### config.mk
export PLATFORM = sky130hd
export DESIGN_NAME = max_pool_item_packer
export DESIGN_NICKNAME = d
export VERILOG_FILES = /design/src/rtl/max_pool_pkg.sv /design/src/rtl/axis_reg_slice.sv /design/src/rtl/max_pool_item_packer.sv
export SDC_FILE = /design/constraint.sdc
export NUM_CORES = 1
export LEC_CHECK = 0
export CORE_MARGIN = 5
export CORE_UTILIZATION = 60
export DETAILED_ROUTE_END_ITERATION = 7
export GPL_TIMING_DRIVEN = 0
export PLACE_DENSITY = 0.87
export SLEW_MARGIN = 15
export SYNTH_ARGS = -nofsm -noshare
export SYNTH_HDL_FRONTEND = slang
export SYNTH_SLANG_ARGS = --single-unit
### constraint.sdc
create_clock -name clk -period 10.27 [get_ports clk]
set_input_delay 1.027 -clock clk [delete_from_list [all_inputs] [get_ports clk]]
set_output_delay 1.027 -clock clk [all_outputs]
set_load 0.005 [all_outputs]
### src/rtl/max_pool_pkg.sv
// Shared definitions for the max-pool datapath: user sideband bit positions
// and a ceil(log2) helper for sizing counters.
package max_pool_pkg;

    localparam int USER_LAST_COL = 0;
    localparam int USER_LAST_ROW = 1;
    localparam int USER_LAST_CHN = 2;

    function automatic int clogb2(input int value);
        int r;
        r = 0;
        while ((1 << r) < value) begin
            r = r + 1;
        end
        return r;
    endfunction

endpackage

### src/rtl/axis_reg_slice.sv
// Fully registered AXI-Stream slice (forward + backward) with a one-entry skid
// buffer. Only built when MAX_POOL_PACKER_OUT_REG_EN is defined.
`ifdef MAX_POOL_PACKER_OUT_REG_EN
module axis_reg_slice #(
    parameter int DATA_W = 8
) (
    input  logic              clk,
    input  logic              rst,
    input  logic [DATA_W-1:0] s_data,
    input  logic              s_valid,
    output logic              s_ready,
    output logic [DATA_W-1:0] m_data,
    output logic              m_valid,
    input  logic              m_ready
);

    logic [DATA_W-1:0] out_p1;
    logic [DATA_W-1:0] skid_p1;
    logic              vld_p1;
    logic              skid_vld_p1;

    // Ready only depends on skid occupancy, which breaks the m_ready path.
    assign s_ready = ~skid_vld_p1;
    assign m_data  = out_p1;
    assign m_valid = vld_p1;

    always_ff @(posedge clk) begin
        if (rst) begin
            out_p1      <= '0;
            skid_p1     <= '0;
            vld_p1      <= 1'b0;
            skid_vld_p1 <= 1'b0;
        end else if (m_ready || !vld_p1) begin
            if (skid_vld_p1) begin
                out_p1      <= skid_p1;
                vld_p1      <= 1'b1;
                skid_vld_p1 <= 1'b0;
            end else begin
                vld_p1 <= s_valid;
                if (s_valid) begin
                    out_p1 <= s_data;
                end
            end
        end else if (s_valid && !skid_vld_p1) begin
            skid_p1     <= s_data;
            skid_vld_p1 <= 1'b1;
        end
    end

endmodule
`endif

### src/rtl/max_pool_item_packer.sv
// Repacks low-aligned max-pool item groups into dense N-item beats and flushes
// the packet tail as one partial beat. MAX_POOL_PACKER_OUT_REG_EN adds an output slice.
module max_pool_item_packer
    import max_pool_pkg::*;
#(
    parameter int feature_n_per_clk  = 4,
    parameter int feature_data_width = 8
) (
    input  logic                                                clk,
    input  logic                                                rst,
    input  logic [(feature_n_per_clk+1)*feature_data_width-1:0] s_axis_data,
    input  logic [(feature_n_per_clk+1)*feature_data_width/8-1:0] s_axis_keep,
    input  logic [2:0]                                          s_axis_user,
    input  logic                                                s_axis_last,
    input  logic                                                s_axis_valid,
    output logic                                                s_axis_ready,
    output logic [feature_n_per_clk*feature_data_width-1:0]     m_axis_data,
    output logic [feature_n_per_clk*feature_data_width/8-1:0]   m_axis_keep,
    output logic [2:0]                                          m_axis_user,
    output logic                                                m_axis_last,
    output logic                                                m_axis_valid,
    input  logic                                                m_axis_ready
);

    localparam int N     = feature_n_per_clk;
    localparam int W     = feature_data_width;
    localparam int KB    = W / 8;
    localparam int CNT_W = clogb2(2 * N) + 1;
    localparam logic [CNT_W-1:0] CNT_N  = CNT_W'(N);
    localparam logic [CNT_W-1:0] CNT_2N = CNT_W'(2 * N);

    logic [2*N*W-1:0] buf_p1, buf_shift, buf_nxt;
    logic [CNT_W-1:0] cnt_p1, cnt_shift, cnt_nxt, k_in, out_items;
    logic             flushing_p1, flushing_nxt;
    logic             flush_empty_p1, flush_empty_nxt;
    logic [2:0]       user_p1;
    logic             core_valid, core_ready, core_last;
    logic             out_fire, in_fire;
    logic [N*KB-1:0]  core_keep;
    logic [N*W-1:0]   core_data;
    logic             unused_keep;

    // Only the first byte enable of each item is meaningful.
    assign unused_keep = ^s_axis_keep;

    always_comb begin : item_count
        logic run;
        k_in = '0;
        run  = 1'b1;
        for (int i = 0; i <= N; i++) begin
            if (run && s_axis_keep[i*KB]) begin
                k_in = k_in + CNT_W'(1);
            end else begin
                run = 1'b0;
            end
        end
    end

    assign out_items  = (cnt_p1 >= CNT_N) ? CNT_N : cnt_p1;
    assign core_valid = (cnt_p1 >= CNT_N) | (flushing_p1 & (cnt_p1 != '0)) | flush_empty_p1;
    assign core_last  = flushing_p1 & (cnt_p1 <= CNT_N);
    assign core_data  = buf_p1[N*W-1:0];
    assign out_fire   = core_valid & core_ready;

    always_comb begin
        core_keep = '0;
        for (int i = 0; i < N; i++) begin
            core_keep[i*KB +: KB] = (CNT_W'(i) < out_items) ? {KB{1'b1}} : {KB{1'b0}};
        end
    end

    // A full buffer cannot take input even while draining: cnt < 2N gates it.
    assign s_axis_ready = ~rst & ~flushing_p1 &
                          ((cnt_p1 < CNT_N) | (out_fire & (cnt_p1 < CNT_2N)));
    assign in_fire      = s_axis_valid & s_axis_ready;

    always_comb begin
        cnt_shift = out_fire ? (cnt_p1 - out_items) : cnt_p1;
        buf_shift = out_fire ? (buf_p1 >> (N * W)) : buf_p1;
        buf_nxt   = buf_shift;
        if (in_fire) begin
            for (int j = 0; j < 2 * N; j++) begin
                for (int i = 0; i <= N; i++) begin
                    if ((CNT_W'(i) < k_in) && ((cnt_shift + CNT_W'(i)) == CNT_W'(j))) begin
                        buf_nxt[j*W +: W] = s_axis_data[i*W +: W];
                    end
                end
            end
        end
        cnt_nxt         = cnt_shift + (in_fire ? k_in : '0);
        flushing_nxt    = flushing_p1;
        flush_empty_nxt = flush_empty_p1;
        if (out_fire && core_last) begin
            flushing_nxt    = 1'b0;
            flush_empty_nxt = 1'b0;
        end
        if (in_fire && s_axis_last) begin
            flushing_nxt = 1'b1;
            if (cnt_nxt == '0) begin
                flush_empty_nxt = 1'b1;
            end
        end
    end

    // ---- stage p1: item buffer and packet state ----
    always_ff @(posedge clk) begin
        if (rst) begin
            buf_p1         <= '0;
            cnt_p1         <= '0;
            flushing_p1    <= 1'b0;
            flush_empty_p1 <= 1'b0;
            user_p1        <= '0;
        end else begin
            buf_p1         <= buf_nxt;
            cnt_p1         <= cnt_nxt;
            flushing_p1    <= flushing_nxt;
            flush_empty_p1 <= flush_empty_nxt;
            if (in_fire) begin
                user_p1 <= s_axis_user;
            end
        end
    end

`ifdef MAX_POOL_PACKER_OUT_REG_EN
    localparam int PAY_W = N * W + N * KB + 3 + 1;

    logic [PAY_W-1:0] slice_in, slice_out;

    // ---- stage p2: registered output slice ----
    assign slice_in = {core_data, core_keep, user_p1, core_last};

    axis_reg_slice #(
        .DATA_W(PAY_W)
    ) u_out_slice (
        .clk     (clk),
        .rst     (rst),
        .s_data  (slice_in),
        .s_valid (core_valid),
        .s_ready (core_ready),
        .m_data  (slice_out),
        .m_valid (m_axis_valid),
        .m_ready (m_axis_ready)
    );

    assign {m_axis_data, m_axis_keep, m_axis_user, m_axis_last} = slice_out;
`else
    assign core_ready   = m_axis_ready;
    assign m_axis_data  = core_data;
    assign m_axis_keep  = core_keep;
    assign m_axis_user  = user_p1;
    assign m_axis_last  = core_last;
    assign m_axis_valid = core_valid;
`endif

endmodule

==> Word level (Yosys, flattened, before mapping) <==
Index checks and enable logic that the tools add are counted.
{ "classes": {"add_sub_neg": 10, "n_eq_ne": 35, "muxes": 63, "bitwise_logic": 12, "order_cmp": 13, "reduce_logical": 54} }
{ "ops": {"columns": ["operator", "count"], "rows": [
  ["8-bit two-way mux", 40],
  ["64-bit two-way mux", 2],
  ["4-bit by 3-bit == test with 1-bit output (second input constant)", 20],
  ["1-bit logical AND", 46],
  ["4-bit by 2-bit == test with 1-bit output (second input constant)", 10],
  ["4-bit logical NOT", 6],
  ["4-bit two-way mux", 6],
  ["4-bit by 1-bit == test with 1-bit output (second input constant)", 5],
  ["4-bit by 1-bit adder with 4-bit output (second input constant)", 4],
  ["1-bit by 4-bit less-than comparator with 1-bit output (first input constant)", 4],
  ["2-bit by 4-bit less-than comparator with 1-bit output (first input constant)", 4],
  ["1-bit two-way mux", 14],
  ["4-bit by 2-bit adder with 4-bit output (second input constant)", 2],
  ["1-bit AND", 7],
  ["4-bit by 3-bit adder with 4-bit output (second input constant)", 1],
  ["4-bit adder", 1],
  ["4-bit by 3-bit >= comparator with 1-bit output (second input constant)", 1],
  ["4-bit by 3-bit <= comparator with 1-bit output (second input constant)", 1],
  ["3-bit by 4-bit less-than comparator with 1-bit output (first input constant)", 1],
  ["4-bit by 3-bit less-than comparator with 1-bit output (second input constant)", 1],
  ["4-bit less-than comparator (second input constant)", 1],
  ["4-bit nonzero test", 1],
  ["4-bit subtractor", 1],
  ["1-bit bitwise OR", 3],
  ["4 further kinds", 5]
]} }
{ "word_totals": {"output_inout_bits": 42, "inputBits": 53, "wordCells": 192, "ff_bits": 73} }

==> Longest topological paths before layout <==
Gate-level depths: netlist of the first run.
{ "logic_depth": {"word_depth": 17, "depth_mapped": 21, "ltp_nobuf": 16} }

==> Worst setup path after synthesis of the first run <==
OpenSTA, ideal clock, no wires.
{ "synth_timing": {"kind": "input to register", "start": "input port m_axis_ready", "end": "register buf_p1[2]", "arrival_time_ns": 3.706, "path_slack_ns": 6.433, "required_time_ns": 10.140, "setup_time_ns": 0.130, "cell_stages": 14, "cell_sequence": "nor4bb_1 -> a211oi_1 -> and2_1 -> buf_4 -> inv_2 -> buf_4 -> ha_1 -> a21oi_1 -> o211ai_1 -> or3_1 -> buf_2 -> a21boi_1 -> and3_1 -> o22ai_1"} }
{ "synth_via": {"elab_chain_cells": 10, "elab_cells_between_ends": 27, "cone_classes": "add/sub (4); mux (8); bitwise (5); reduce/logical (10)"} }
{ "synth_lines": {"columns": ["element", "line", "text"], "rows": [
  ["from (decl)", "max_pool_item_packer.sv:22", "input logic m_axis_ready"],
  ["1-bit AND *", "max_pool_item_packer.sv:63", "assign out_fire = core_valid & core_ready;"],
  ["4-bit two-way mux", "max_pool_item_packer.sv:78", "cnt_shift = out_fire ? (cnt_p1 - out_items) : cnt_p1;"],
  ["4-bit by 1-bit adder with 4-bit output / 4-bit logical NOT (equally long branches)", "max_pool_item_packer.sv:84", "if ((CNT_W'(i) < k_in) && ((cnt_shift + CNT_W'(i)) == CNT_W'(j))) begin"],
  ["4-bit logical NOT / 1-bit logical AND (equally long branches)", "max_pool_item_packer.sv:84", null],
  ["1-bit logical AND / 8-bit two-way mux (equally long branches)", "max_pool_item_packer.sv:84", null],
  ["8-bit two-way mux (4 in a row)", "max_pool_item_packer.sv:84", null],
  ["64-bit two-way mux *", "max_pool_item_packer.sv:81", "if (in_fire) begin"],
  ["to (signal assigned)", "max_pool_item_packer.sv:114", "buf_p1 <= buf_nxt;"],
  ["to (decl)", "max_pool_item_packer.sv:32", "logic [2*N*W-1:0] buf_p1, buf_shift, buf_nxt;"]
]} }
Every way passes the cells marked *; elsewhere a longest branch is shown, timed or not.
A chain may end at the register's enable or synchronous reset.

==> Worst setup path after layout of the first run <==
{ "layout_timing": {"start": "input port m_axis_ready", "end": "register buf_p1[28]"} }
{ "layout_via": {"elab_chain_cells": 10, "elab_cells_between_ends": 27, "cone_classes": "add/sub (4); eq/ne (5); mux (8); bitwise (5); reduce/logical (5)"} }
{ "layout_lines": {"columns": ["element", "line"], "rows": [
  ["1-bit AND *", "max_pool_item_packer.sv:63"],
  ["4-bit two-way mux", "max_pool_item_packer.sv:78"],
  ["4-bit by 1-bit adder with 4-bit output / 4-bit by 2-bit == test with 1-bit output (equally long branches)", "max_pool_item_packer.sv:84"],
  ["4-bit by 2-bit == test with 1-bit output / 1-bit logical AND (equally long branches)", "max_pool_item_packer.sv:84"],
  ["1-bit logical AND / 8-bit two-way mux (equally long branches)", "max_pool_item_packer.sv:84"],
  ["8-bit two-way mux (4 in a row)", "max_pool_item_packer.sv:84"],
  ["64-bit two-way mux *", "max_pool_item_packer.sv:81"]
]} }
Marked as above.

==> results by stage, run 1 <==
Run status:
- The flow ran to the end, but the final reports show violations.
- The checks that failed: DRC.

Layout:
- The area used by sequential logic in the layout is 1460 µm².
- The area of the multi-input gates is 4410 µm².
- The number of antenna diodes in the final layout is 0.
- The final standard cell count with taps included and fillers excluded is 1103.
- In the final design database the tool counted 1021 nets.
- Measured on the finished design, the core utilization comes to 0.712.
- In the final layout, the share of cells above drive strength 1 is 0.109.
- The fill cell total of the finished layout is 914.
- The area growth from synthesis to layout is 17.1%.

Placement:
- The total of buffers placed on input and output ports is 72.
- Once placement completed, the tool counted placed cells totaling 1087.
- At the end of routability-driven placement, the weighted congestion stood at 1.12.
- The wire-length estimate of the detail-placed layout is 18.7 mm.

Timing:
- The count of final max-slew check failures was 0.
- Based on the critical path, the design can be clocked at up to 195 MHz.
- The accumulated negative setup slack is 0 ns.
- For the finished layout, the period the worst path requires is 5.13 ns.
- For the final database, setup skew stands at 0.0184 ns.
- In the finished design, the share of the clock period the worst path needs comes to 0.499.
- At the pin with the least slew margin, the transition time is 1.17 ns.
- The normalized max-slew margin is 0.216.
- The count of final setup violators is 0.
- The hold violation count in the final report is 0.
- Setup repair after global routing left no endpoint under its margin.
- The post-route worst hold slack is 0.480 ns.

GRT:
- Entering global routing, the biggest net connects 13 pins.
- The number of global-route vias before repair was 7298.
- The first global-routing pass estimated 41.3 mm of wire.
- The number of antenna violations at the first check in global routing is 0.
- The combined global-route utilization of all metal layers is 0.407.
- Summed over all layers, the global routing overflow is 0.

Synthesis:
- Among all flip-flop cells after synthesis, the most frequent one is sky130_fd_sc_hd__dfxtp_1.
- The net count after synthesis is 938.
- The count of flip-flops with a built-in enable after synthesis is 0.
- The combined area of all synthesized cells is 6540 µm².
- After synthesis, the netlist uses 71 different library cells.
- After technology mapping, the gate count stands at 875.
- Counting flops with an async set or reset pin after synthesis yields a share of 0.
- The flip-flop and latch count after synthesis is 73.
- The average instance area after synthesis is 7.47 µm².
- For this run, the register share of the synthesized area comes to 0.224.
- The Yosys step of the flow raised 0 warnings.

Pwr:
- In this run the power density over the cells is 112 nW/µm².
- Summed over all cells, the static leakage comes to 3.13 nW.
- The worst IR drop on VDD is 0.0713 mV.
- Overall power consumption after layout is estimated at 0.854 mW.

Drt:
- For this run, design rule violations remaining after detail routing come to 46.
- The number of DRC markers in iteration 0 is 1801.
- The first TritonRoute pass finished after 8 iterations.
- The count of nets left with antenna violations after detail routing is 0.
- The detailed router placed 8108 vias in this run.
- The per-cell routed wire length is 24.9 µm.
- The detailed-route wire length is 27.5 mm.
- In the routed layout, each cell is associated on average with a via count of 7.35.

Flow run:
- Across the run, the number of max-cap violations was 0.

Floorplan:
- The floorplan step defined a die boundary enclosing 13100 µm².
- The die boundary width is 114 µm.
- The total number of placement rows is 38.
- In this run the count of I/O pins placed on the die edge is 95.
- The core region is 10700 µm².
- The initial utilization of the core area, before any placement, comes to 0.608.
- The vertical die dimension is 114 µm.

Critical path:
- The worst setup path is captured at a register.
- The worst setup slack for register-to-register paths is 5.51 ns.
- The cell count of the worst reg-to-reg path is 16.
- The type of the setup path with the least slack is input port to register.
- The data required time of the critical path is 10.51 ns.
- For the worst setup path, the data arrival time is 5.37 ns.
- The largest driver fanout on the critical path is 12.
- The launch point of the worst reg-to-reg path is cnt_p1[3].
- The kind of launch point of the worst setup path is an input port.
- The worst register-to-register path ends at buf_p1[28].

Clocking:
- The H-tree depth is 3.
- The number of buffers inserted during clock tree synthesis is 9.
- The cts-stage hold buffer count is 0.
- Gates resized during post-CTS repair numbered 0.
- The clock net sink count is 73.
- The insertion delay to the later sink of the worst-skew pair is 0.38 ns.
- Clock-pin slew was measured on the worst setup and hold paths at 0.09 ns.
- The maximum clock insertion buffer count is 2.
- TritonCTS built the clock tree.
- The CTS root buffer is sky130_fd_sc_hd__clkbuf_8.
- The post-CTS setup-driven buffer insertion count is 0.

Min path:
- The start point of the worst hold path is m_axis_user[0].
- Counting instances, the worst hold path has a depth of 2.
- For hold timing, the worst endpoint is m_axis_user[0].
- In this run the worst hold path is classified as register to register.
metrics by stage:
stage | cell area, µm² | setup slack [ns]
4_1_cts | 7650 | 5.37
6_report | 7650 | 5.14
3_3_place_gp | 7430 | 5.00
3_5_place_dp | 7430 | 4.99
2_1_floorplan | 6540 | 6.43
5_1_grt | 7650 | 4.98
worst max path at each step:
stage,from,end,cells after the start
6_report,m_axis_ready,buf_p1[28],14
5_1_grt,m_axis_ready,buf_p1[27],14
4_1_cts,m_axis_ready,buf_p1[28],14
3_5_place_dp,m_axis_ready,buf_p1[28],14
3_3_place_gp,m_axis_ready,buf_p1[29],14
2_1_floorplan,m_axis_ready,buf_p1[2],14
per-layer routing:
layer / wire (µm) / vias up / GRT usage
met5: 0 / - / 0
met3: 4720 / 216 / 0.172
met4: 2260 / 0 / 0.240
met2: 10600 / 742 / 0.556
met1: 9900 / 3665 / 0.530
li1: - / 3485 / -
worst max-delay path, stage by stage:
cell and delay, ns:
sky130_fd_sc_hd__clkdlybuf4s50_1 0.60, sky130_fd_sc_hd__nor4bb_1 0.40, sky130_fd_sc_hd__a211oi_1 0.10, sky130_fd_sc_hd__and2_1 0.16
sky130_fd_sc_hd__buf_4 0.16, sky130_fd_sc_hd__inv_2 0.09, sky130_fd_sc_hd__buf_4 0.23, sky130_fd_sc_hd__ha_1 0.24
sky130_fd_sc_hd__and3_1 0.19, sky130_fd_sc_hd__o211ai_1 0.39, sky130_fd_sc_hd__nor3_1 1.08, sky130_fd_sc_hd__nor2_1 0.36
sky130_fd_sc_hd__o211ai_1 0.22, sky130_fd_sc_hd__a31oi_1 0.11
layout make-up:
cell class,instances,share of cell area
tap,140,0.0229
sequential,73,0.191
timing repair buffer,72,0.0941
buffer,111,0.0763
clock buffer,12,0.0190
inverter,22,0.0111
multi-input combinational,669,0.576
clock inverter,4,0.00997
state kept, by name, indices dropped and copies added, names as in the netlist:
register / cells
buf_p1: 64
cnt_p1: 4
m_axis_user: 3
flush_empty_p1: 1
flushing_p1: 1
synthesized netlist by cell type (4+ instances only):
cell type | number | area share
sky130_fd_sc_hd__a2111oi_0 | 7 | 0.0094
sky130_fd_sc_hd__a311o_1 | 8 | 0.012
sky130_fd_sc_hd__nor3_2 | 4 | 0.0061
sky130_fd_sc_hd__a21o_1 | 13 | 0.015
sky130_fd_sc_hd__a31oi_1 | 26 | 0.025
sky130_fd_sc_hd__mux2_4 | 4 | 0.0092
sky130_fd_sc_hd__nor3_1 | 12 | 0.0092
sky130_fd_sc_hd__a211oi_1 | 13 | 0.015
sky130_fd_sc_hd__mux2i_1 | 40 | 0.061
sky130_fd_sc_hd__o31ai_1 | 10 | 0.011
sky130_fd_sc_hd__buf_4 | 36 | 0.041
sky130_fd_sc_hd__buf_1 | 22 | 0.013
sky130_fd_sc_hd__a22oi_1 | 17 | 0.020
sky130_fd_sc_hd__or3_1 | 17 | 0.016
sky130_fd_sc_hd__o211ai_1 | 21 | 0.024
sky130_fd_sc_hd__nand3_1 | 38 | 0.029
sky130_fd_sc_hd__clkbuf_1 | 37 | 0.021
sky130_fd_sc_hd__o21ai_0 | 60 | 0.046
sky130_fd_sc_hd__nor2b_1 | 4 | 0.0038
sky130_fd_sc_hd__o21a_1 | 4 | 0.0046
sky130_fd_sc_hd__o221a_2 | 7 | 0.012
sky130_fd_sc_hd__ha_1 | 9 | 0.017
sky130_fd_sc_hd__o211a_1 | 6 | 0.0092
sky130_fd_sc_hd__inv_1 | 19 | 0.011
sky130_fd_sc_hd__or2_2 | 5 | 0.0048
sky130_fd_sc_hd__nand2_1 | 82 | 0.047
sky130_fd_sc_hd__a31o_2 | 8 | 0.011
sky130_fd_sc_hd__xnor2_1 | 5 | 0.0067
sky130_fd_sc_hd__nor2_1 | 55 | 0.032
sky130_fd_sc_hd__dfxtp_1 | 73 | 0.22
sky130_fd_sc_hd__a221oi_1 | 15 | 0.020
sky130_fd_sc_hd__and2_1 | 12 | 0.011
sky130_fd_sc_hd__and3_1 | 12 | 0.011
sky130_fd_sc_hd__nand4_1 | 5 | 0.0048
sky130_fd_sc_hd__o21ai_1 | 8 | 0.0061
sky130_fd_sc_hd__o221ai_1 | 22 | 0.029
sky130_fd_sc_hd__o22ai_1 | 25 | 0.024
sky130_fd_sc_hd__buf_2 | 13 | 0.010
sky130_fd_sc_hd__nand3b_1 | 4 | 0.0046
sky130_fd_sc_hd__a21oi_1 | 31 | 0.024
sky130_fd_sc_hd__nor4_1 | 9 | 0.0086
sky130_fd_sc_hd__a211o_1 | 13 | 0.017
sky130_fd_sc_hd__a2bb2oi_1 | 5 | 0.0067
logic make-up after synthesis:
| family | synth area share |
|---|---|
| other | 0.00115 |
| xor gates and xnor gates | 0.00670 |
| buffers and inverters | 0.102 |
| DFF | 0.224 |
| adders and majority gates | 0.0203 |
| AOI/OAI and AO/OA | 0.363 |
| muxes | 0.0704 |
| and+or+nand+nor | 0.213 |
where the power goes:
group,switching (mW),total [mW],internal (mW)
clock network,0.126,0.270,0.144
logic,0.161,0.276,0.115
registers,0.00982,0.308,0.298
placed cells by master (no fill, tap or decap), types with 13 or more instances in the layout:
cell,n
sky130_fd_sc_hd__inv_1,19
sky130_fd_sc_hd__clkdlybuf4s50_1,72
sky130_fd_sc_hd__o22ai_1,25
sky130_fd_sc_hd__a21oi_1,31
sky130_fd_sc_hd__buf_4,36
sky130_fd_sc_hd__buf_2,13
sky130_fd_sc_hd__nand3_1,38
sky130_fd_sc_hd__buf_1,22
sky130_fd_sc_hd__o21ai_0,60
sky130_fd_sc_hd__mux2i_1,40
sky130_fd_sc_hd__a211o_1,13
sky130_fd_sc_hd__dfxtp_1,73
sky130_fd_sc_hd__or3_1,17
sky130_fd_sc_hd__clkbuf_1,39
sky130_fd_sc_hd__a21o_1,13
sky130_fd_sc_hd__o221ai_1,22
sky130_fd_sc_hd__a31oi_1,26
sky130_fd_sc_hd__a211oi_1,13
sky130_fd_sc_hd__a22oi_1,17
sky130_fd_sc_hd__nand2_1,82
sky130_fd_sc_hd__o211ai_1,21
sky130_fd_sc_hd__nor2_1,55
sky130_fd_sc_hd__a221oi_1,15
Note: power is estimated with default switching activity, not from simulation.
==> inputs of run 2 (changes only) <==
Settings changed: CORE_UTILIZATION 60 to 51, PLACE_DENSITY 0.87 to 0.79.
Clock period 10.27 ns to 4.6 ns, I/O delays scaled along.
==> run 2 against run 1 <==
  * Clock-buffer cell count unchanged
  * Utilization decreased by 9.3 points
  * Wire length increased by 1.8%
  * Total power increased by 140%
  * Hold slack got worse by 0.0076 ns
  * Via count decreased by 0.88%
  * Sequential share of layout area decreased by 0.39 points
  * Largest cell class unchanged
  * First-iteration DRC count increased by 3.5%
  * The flow now finishes without violations
  * Critical endpoint is now buf_p1[14]
  * Clock power increased to 2.8 times the previous value
  * Sequential power increased by 120%
==> results by stage, run 2 (synthesis gave the netlist of run 1 again) <==
Run status:
- Run status: complete, no violations (was finished, violations left).

Critical path:
- The cell count along the critical path is 13 (was 14).
- The kind of launch point of the worst setup path is an input port (unchanged).
- The data required time of the critical path is 4.86 ns (was 10.51 ns).
- The largest driver fanout on the critical path is 10 (was 12).
- List of cells traversed by the critical path: clkdlybuf4s50_1 -> inv_1 -> o21a_1 -> ha_1 -> o21a_1 -> ha_1 -> nand4b_1 -> a21boi_1 -> or3_1 -> clkbuf_1 -> clkbuf_1 -> o211ai_1 -> a31oi_1 (was clkdlybuf4s50_1 -> nor4bb_1 -> a211oi_1 -> and2_1 -> buf_4 -> inv_2 -> buf_4 -> ha_1 -> and3_1 -> o211ai_1 -> nor3_1 -> nor2_1 -> o211ai_1 -> a31oi_1).
- The worst endpoint data arrival time is 4.68 ns (was 5.37 ns).
- The launch point of the worst reg-to-reg path is cnt_p1[3] (unchanged).
- The gate family responsible for the most delay along the worst path was compound AO/OA/AOI/OAI gates (was simple AND/OR/NAND/NOR gates).
- The number of buffer and inverter stages on the critical path was 4 (unchanged).
- The library cell contributing the largest single delay on the critical path is sky130_fd_sc_hd__a21boi_1 (was sky130_fd_sc_hd__nor3_1).
- The peak per-stage delay on the critical path is 0.94 ns (was 1.08 ns).
- The worst setup slack for register-to-register paths is 0.23 ns (was 5.51 ns).
- The cell count of the worst reg-to-reg path was 20 (was 16).
- The endpoint type of the worst setup path is a register (unchanged).
- The capture point of the worst reg-to-reg path was buf_p1[20] (was buf_p1[28]).
- The type of the setup path with the least slack is input port to register (unchanged).

GRT:
- The maximum number of pins on one net before global-route repair was 13 (unchanged).
- The global-route wire length before repair is 41.2 mm (was 41.3 mm).
- The remaining global-route overflow is 0 (unchanged).
- The number of antenna violations at the first check in global routing is 0 (unchanged).
- The combined global-route utilization of all metal layers is 0.360 (was 0.407).
- The number of global-route vias before repair was 7070 (was 7298).

Clocking:
- The clock-pin slew reported for the worst setup and hold paths after clock tree synthesis is 0.06 ns (was 0.09 ns).
- The number of buffers inserted during clock tree synthesis was 9 (unchanged).
- The clock net sink count is 73 (unchanged).
- The insertion delay to the later sink of the worst-skew pair is 0.35 ns (was 0.38 ns).
- The CTS root buffer is sky130_fd_sc_hd__clkbuf_16 (was sky130_fd_sc_hd__clkbuf_8).
- The H-tree depth came to 3 (unchanged).
- The cts-stage hold buffer count was 0 (unchanged).
- The maximum clock insertion buffer count is 2 (unchanged).
- The clock tree from TritonCTS is done (unchanged).

Floorplan:
- The vertical die dimension is 123 µm (was 114 µm).
- The core region area came to 12600 µm² (was 10700 µm²).
- The total number of placement rows is 41 (was 38).
- The die outline area is 15200 µm² (was 13100 µm²).
- The number of top-level pins was 95 (unchanged).
- The die boundary width came to 123 µm (was 114 µm).
- The initial core utilization is 0.518 (was 0.608).

Placement:
- The worst setup slack before clock tree synthesis came to -0.138 ns (was 4.99 ns).
- The total of buffers placed on input and output ports is 72 (unchanged).
- The final RePlAce weighted congestion is 1.04 (was 1.12).
- The final HPWL from detailed placement was 19.1 mm (was 18.7 mm).

Drt:
- The number of search-and-repair iterations in the first detailed-routing pass is 8 (unchanged).
- The number of vias per cell after detailed routing is 7.07 (was 7.35).
- The number of design rule violations left after detail routing is 0 (was 46).
- The vias after detailed routing came to 8037 (was 8108).
- The per-cell routed wire length is 24.6 µm (was 24.9 µm).
- The count of nets left with antenna violations after detail routing is 0 (unchanged).
- The detailed-route wire length is 28.0 mm (was 27.5 mm).
- The number of DRC markers in iteration 0 came to 1864 (was 1801).

Layout:
- The antenna diode count is 0 (unchanged).
- The flip-flop count of the largest register after layout is 64 (unchanged).
- The layout-stage area growth over the synthesis result was 19.5% (was 17.1%).
- Commonest cells after routing, fill and taps aside: sky130_fd_sc_hd__nand2_1, sky130_fd_sc_hd__dfxtp_1, sky130_fd_sc_hd__clkdlybuf4s50_1 (unchanged).
- The fill cell total of the finished layout is 1209 (was 914).
- The most frequent standard cell in the layout excluding fill and tap cells is sky130_fd_sc_hd__nand2_1 (unchanged).
- The final design utilization is 0.619 (was 0.712).
- The register ranked first by flip-flop count is buf_p1 (unchanged).
- The fraction of final layout cells sized beyond drive strength 1 came to 0.115 (was 0.109).
- The post-layout net count was 1023 (was 1021).

Timing:
- The actual slew at the worst max-slew pin is 1.09 ns (was 1.17 ns).
- RSZ-0062 raised after global routing: no (unchanged).
- The count of final setup violators is 0 (unchanged).
- Derived from the worst setup path, the maximum achievable clock frequency is 227 MHz.
- Dividing the final minimum period by the clock period gives 0.960.
- The normalized max-slew margin is 0.274 (was 0.216).
- The accumulated negative setup slack is 0 ns (unchanged).
- The count of final max-slew check failures came to 0 (unchanged).
- Subtracting the final worst setup slack from the clock period gives 4.41 ns.
- The final worst slack is 0.185 ns (was 5.14 ns).
- The post-route worst hold slack is 0.472 ns (was 0.480 ns).
- The hold violation count in the final report is 0 (unchanged).
- The final setup skew came to 0.00668 ns (was 0.0184 ns).

Min path:
- The worst hold endpoint is m_axis_user[0] (unchanged).
- The start point of the worst hold path is m_axis_user[0] (unchanged).
- The worst hold-check path type is register to register (unchanged).
- The number of instances on the worst hold path is 2 (unchanged).

Pwr:
- The power consumption is 2.07 mW (was 0.854 mW).
- The reported leakage power was 3.18 nW (was 3.13 nW).
- The worst IR drop on VDD is 0.158 mV (was 0.0713 mV).
- The power per cell area is 265 nW/µm² (was 112 nW/µm²).

Flow run:
- The count of max-cap constraint violations is 0 (unchanged).
## run 2: cell types whose count changed in the layout (fill, tap and decap cells not counted), sizes merged
| cell | before | now |
|---|---|---|
| buf | 73 | 75 |
| clkinvlp | 1 | 2 |
| bufinv | 2 | 1 |
## run 2: metrics by stage
| step | instance area [µm²] | std cells |
|---|---|---|
| floorplan | 6540 | 875 |
| global route | 7820 | 1137 |
| CTS | 7790 | 1135 |
| detailed placement | 7470 | 1119 |
| global placement | 7470 | 1119 |
| finish | 7820 | 1137 |
## run 2: timing repair
action | 4_1_cts | 5_1_grt
endpoints found under the setup margin | 0 | 17
gates resized for setup | 0 | 1
endpoints found under the hold margin | 0 | 0
buffers inserted | 0 | 2
## run 2: area by class of cell
type                       instances  area (µm²)  share of cell area
tap                              172         215              0.0275
buffer                           111         584              0.0748
sequential                        73        1460               0.187
clock buffer                      12         267              0.0341
inverter                          22        85.1              0.0109
clock inverter                     4        50.0             0.00640
timing repair buffer              74         736              0.0941
multi-input combinational        669        4420               0.565
## run 2: power breakdown
| group | leakage [nW] | switching, mW | internal [mW] |
|---|---|---|---|
| sequential | 0.593 | 0.0215 | 0.666 |
| clock | 0.151 | 0.304 | 0.464 |
| combinational | 2.44 | 0.359 | 0.259 |
## run 2: worst min-delay path, delay by kind of cell (launching register included)
family           cells  cell delay [ns]
DFF                  1             0.30
and+or+nand+nor      2             0.13
## run 2: worst max path at each step
stage	start	endpoint	slack (ns)
2_1_floorplan	cnt_p1[3]	buf_p1[2]	1.01
3_3_place_gp	m_axis_ready	buf_p1[29]	-0.07
3_5_place_dp	m_axis_ready	buf_p1[30]	-0.14
4_1_cts	cnt_p1[3]	buf_p1[30]	0.13
5_1_grt	cnt_p1[3]	buf_p1[7]	0.004
6_report	s_axis_keep[1]	buf_p1[14]	0.19
## run 2: layer usage
layer / wire [µm] / share of wire / vias up / global-route usage
met2: 10800 / 0.38 / 752 / 0.476
met4: 2060 / 0.073 / 0 / 0.223
met1: 10500 / 0.37 / 3621 / 0.494
met3: 4710 / 0.17 / 168 / 0.126
li1: - / - / 3496 / -
met5: 0 / 0 / - / 0
